`src/rtl/scalar_mask_gen_pkg.sv`:
```
// Shared definitions for the scalar functional units: opcodes, architectural widths,
// count saturation helper and the mask generator's stage-1 record.
package scalar_mask_gen_pkg;

  localparam int S_WIDTH     = 64;
  localparam int A_WIDTH     = 24;
  localparam int COUNT_WIDTH = 7;

  localparam logic [6:0] OP_POP        = 7'b0010110;
  localparam logic [6:0] OP_LZC        = 7'b0010111;
  localparam logic [6:0] OP_ONES_MASK  = 7'b0100010;
  localparam logic [6:0] OP_ZEROS_MASK = 7'b0100011;

  // Any count of 64 or more, including stray upper A bits, clamps to a full word.
  function automatic logic [COUNT_WIDTH-1:0] sat_count(input logic [A_WIDTH-1:0] ak);
    if (|ak[A_WIDTH-1:6]) return 7'd64;
    return ak[COUNT_WIDTH-1:0];
  endfunction

  typedef struct packed {
    logic       full;
    logic [2:0] b;
    logic [2:0] r;
    logic       op_zeros;
  } s1_t;

endpackage

```
`src/rtl/scalar_mask_gen_thermo8.sv`:
```
// Combinational 3-bit index to 8-bit MSB-first thermometer (r_i leading ones).
module thermo8 (
  input  logic [2:0] r_i,
  output logic [7:0] thermo_o
);

  assign thermo_o = ~(8'hFF >> r_i);

endmodule

```
`src/rtl/scalar_mask_gen.sv`:
```
// Scalar mask generator (042 ones mask / 043 zeros mask), 2-edge latency, one op per clock.
// Stage 1 captures the split saturated count, stage 2 assembles the 64-bit word.
module scalar_mask_gen
  import scalar_mask_gen_pkg::*;
(
  input  logic                   clk,
  input  logic                   rst,
  input  logic [A_WIDTH-1:0]     i_ak,
  input  logic [6:0]             i_instr,
  input  logic                   i_valid,
  output logic [S_WIDTH-1:0]     o_result,
  output logic                   o_valid
);

  logic [COUNT_WIDTH-1:0] cnt;
  s1_t                    s1_d, s1_q;
  logic                   vld1_d, vld1_q;
  logic [S_WIDTH-1:0]     res_d, res_q;
  logic                   vld2_q;
  logic [7:0]             fill, part;

  always_comb begin
    cnt            = sat_count(i_ak);
    s1_d.full      = cnt[6];
    s1_d.b         = cnt[5:3];
    s1_d.r         = cnt[2:0];
    s1_d.op_zeros  = (i_instr == OP_ZEROS_MASK);
    vld1_d         = i_valid && ((i_instr == OP_ONES_MASK) || (i_instr == OP_ZEROS_MASK));
  end

  thermo8 u_fill (.r_i(s1_q.b), .thermo_o(fill));
  thermo8 u_part (.r_i(s1_q.r), .thermo_o(part));

  // fill[k] set means byte k lies entirely above the boundary byte (7-b).
  always_comb begin
    res_d = '0;
    for (int k = 0; k < 8; k++) begin
      if (fill[k]) begin
        res_d[8*k +: 8] = 8'hFF;
      end else if (3'(7 - k) == s1_q.b) begin
        res_d[8*k +: 8] = part;
      end
    end
    if (s1_q.full) res_d = '1;
    if (s1_q.op_zeros) res_d = ~res_d;
  end

  always_ff @(posedge clk or posedge rst) begin
    if (rst) begin
      s1_q   <= '0;
      vld1_q <= 1'b0;
      res_q  <= '0;
      vld2_q <= 1'b0;
    end else begin
      s1_q   <= s1_d;
      vld1_q <= vld1_d;
      vld2_q <= vld1_q;
      if (vld1_q) res_q <= res_d;
    end
  end

  assign o_result = res_q;
  assign o_valid  = vld2_q;

endmodule

```
`config.mk`:
```
export PLATFORM = sky130hd
export DESIGN_NAME = scalar_mask_gen
export DESIGN_NICKNAME = d
export VERILOG_FILES = /design/src/rtl/scalar_mask_gen_pkg.sv /design/src/rtl/scalar_mask_gen_thermo8.sv /design/src/rtl/scalar_mask_gen.sv
export SDC_FILE = /design/constraint.sdc
export NUM_CORES = 1
export LEC_CHECK = 0
export ABC_AREA = 1
export CORE_MARGIN = 1
export CORE_UTILIZATION = 36
export DETAILED_ROUTE_END_ITERATION = 10
export HOLD_SLACK_MARGIN = 0.12
export SLEW_MARGIN = 5
export SYNTH_ARGS = -nofsm -noshare
export SYNTH_HDL_FRONTEND = slang
export SYNTH_SLANG_ARGS = --single-unit
```
`constraint.sdc`:
```
create_clock -name clk -period 2.7 [get_ports clk]
set_input_delay 0.27 -clock clk [delete_from_list [all_inputs] [get_ports clk]]
set_output_delay 0.27 -clock clk [all_outputs]
set_load 0.02 [all_outputs]
```
==> reports/metrics.yaml <==
cts:
  clockBufferDepth: 2
  cts_hold_buf: 0
  cts_resized: 0
  tritoncts: "built"
  cts_sinks: 74
  clockRootBuffer: "clkbuf_8"
  cts.clk_slew.worst_paths_ps: 80
  clk_latency_ps: 360
  cts_setup_buffers: 0
  ctsHtreeMaxLevel: 3
  cts_inserted_buffers: 9
die:
  die_y_um: 108
  dieArea_um2: 11700
  rows: 38
  start_util_pct: 37.1
  core_um2: 10900
  die_w_um: 108
  io_pins: 99
timing:
  hold_viol: 0
  post-route-min-period_ps: 1790
  setup_tns_ps: 0
  fin_worst_skew_ps: 13.1
  drv_slew: 0
  relSlewSlack_pct: 50.4
  tightestPinTransition_ps: 742
  max_freq_mhz: 559
  post-route-period-util_pct: 66.3
  rsz0062_at_grt: "false"
  setup_violations: 0
critical_path:
  setup.worst_path.end_class: "flop"
  worstSetupPathType: "reg -> reg"
  worstPathArrival_ps: 2030
  required_ps: 2940
  crit_fanout: 16
  start_kind: "flop"
yosys:
  ys_seq_area_share_pct: 45.8
  synth_fp_nets: 615
  yosysWarnings: 0
  ys_ff_latch: 74
  yosys.cell_types.count: 26
  synth_cells: 581
  yosysTopAreaCellShare_pct: 45.8
  yosys-top-cells-area: "dfrtp_1 46%, nand2_1 21%, nand3_1 12%"
  yosys.area.top_type: "dfrtp_1"
  netlist_area_um2: 4040
  avgSynthCellArea_um2: 6.96
drt:
  drt_wl_total_mm: 11.7
  dr.pass1.iters: 5
  wl_per_cell_um: 14.5
  avgViaCountPerCell: 4.98
  remaining_drc_errors: 0
  vias: 4040
  ant_nets: 0
  drtIter0Drc: 233
global_routing:
  antenna_found_initial: 0
  grt-ovfl-total: 0
  grt_max_degree: 51
  grt_pass1_wl_mm: 19.8
  grtUsageTotal_pct: 22.1
  grt_pass1_vias: 3931
place:
  place_congestion: 0.857
  port_buffers: 98
  hpwl_mm: 8.33
hold_path:
  min_path_type: "in -> async"
flow_run:
  cap_violations: 0
pwr:
  power.total_mw: 3.35
  peakVddDrop_mv: 0.305
  power.density_nw_per_um2: 623
  leakage_nw: 2.43
final_layout:
  antenna_cells: 0
  fin_nets: 700
  syn2layout_area_growth_pct: 33.0
  drive_above_1_share_pct: 8.49
outcome:
  status: "completed"
registers in the layout (all words and copies together) (netlist names):
name / flops
o_valid: 1
o_result: 64
vld1_q: 1
s1_q: 8
where the power goes:
| part | total, mW | internal, mW | switching, mW |
|---|---|---|---|
| Sequential | 1.41 | 1.29 | 0.114 |
| Clock | 1.08 | 0.643 | 0.440 |
| Combinational | 0.862 | 0.435 | 0.428 |
worst max-delay path, stage by stage, from the launching register on:
cell and delay [ps]:
dfrtp_1 510, nor2_4 370, nand2_1 320, inv_2 200, nand3_1 80, nand3_1 140
nand2_1 60
metrics by stage:
stage          cell area, µm²  utilization [%]  worst slack (ps)  hold WS, ps  instances
6_report                 5380             49.4               909          370        811
3_5_place_dp             5130             47.1               910          465        795
5_1_grt                  5380             49.4               765          414        811
2_1_floorplan            4040                -               548          349        581
3_3_place_gp             5130             47.1               899          464        795
4_1_cts                  5380             49.4               926          407        811
layer usage:
layer / GRT usage [%] / wire length (µm)
met5: 0 / 0
met4: 7.14 / 215
met3: 4.34 / 676
met1: 30.9 / 5540
met2: 34.2 / 5300
cell type report:
class	instances	area [µm²]
clock buffers	10	138
fillers	1111	5510
well taps	140	175
flip-flops and latches	74	1850
inverters	37	139
clock inverters	6	113
multi-input cells	439	1910
repair buffers	105	1050
logic make-up (layout without fill, tap and decap cells):
kind of cell,count (synthesis),count (layout),synth area share [%]
buf+inv,68,158,6.84
compound gates,43,43,5.60
simple gates,394,394,41.3
flops,74,74,45.8
xor+xnor,2,2,0.434
Yosys cell counts:
cell type / instances
a21oi_1: 11
a31oi_1: 7
buf_1: 8
buf_2: 14
buf_4: 1
clkbuf_1: 8
dfrtp_1: 74
inv_1: 23
inv_2: 14
nand2_1: 221
nand2_2: 9
nand2_4: 1
nand3_1: 93
nand3_2: 1
nand4_1: 1
nor2_1: 58
nor2_2: 5
nor2_4: 2
nor3_1: 1
nor3b_1: 1
o211ai_1: 1
o21ai_0: 7
o21ai_1: 17
or2_0: 1
xnor2_1: 1
xor2_1: 1
cells in the final DEF, fill, tap and decap left out, types with 2 or more instances in the layout:
| cell | count |
|---|---|
| inv_2 | 15 |
| o21ai_0 | 7 |
| buf_4 | 6 |
| inv_1 | 22 |
| clkdlybuf4s50_1 | 98 |
| nand3_1 | 93 |
| nor2_1 | 58 |
| nand2_1 | 221 |
| a21oi_1 | 11 |
| nor2_4 | 2 |
| nand2_2 | 9 |
| clkbuf_8 | 10 |
| dfrtp_1 | 73 |
| a31oi_1 | 7 |
| nor2_2 | 5 |
| bufinv_16 | 3 |
| o21ai_1 | 17 |
path summary, 6_finish.rpt:
path                              start            to  slack, ps  cells after the start
max                             s1_q[6]  o_result[59]        910                      6
min                                 rst  o_result[28]        370                      2
min in group clk                i_valid        vld1_q        420                      3
max in group asynchronous           rst        vld1_q       1660                      3
min reg2reg                o_result[34]  o_result[34]        490                      2
max reg2reg                     s1_q[6]  o_result[59]        910                      6
Power figures use the tool's default switching activity.
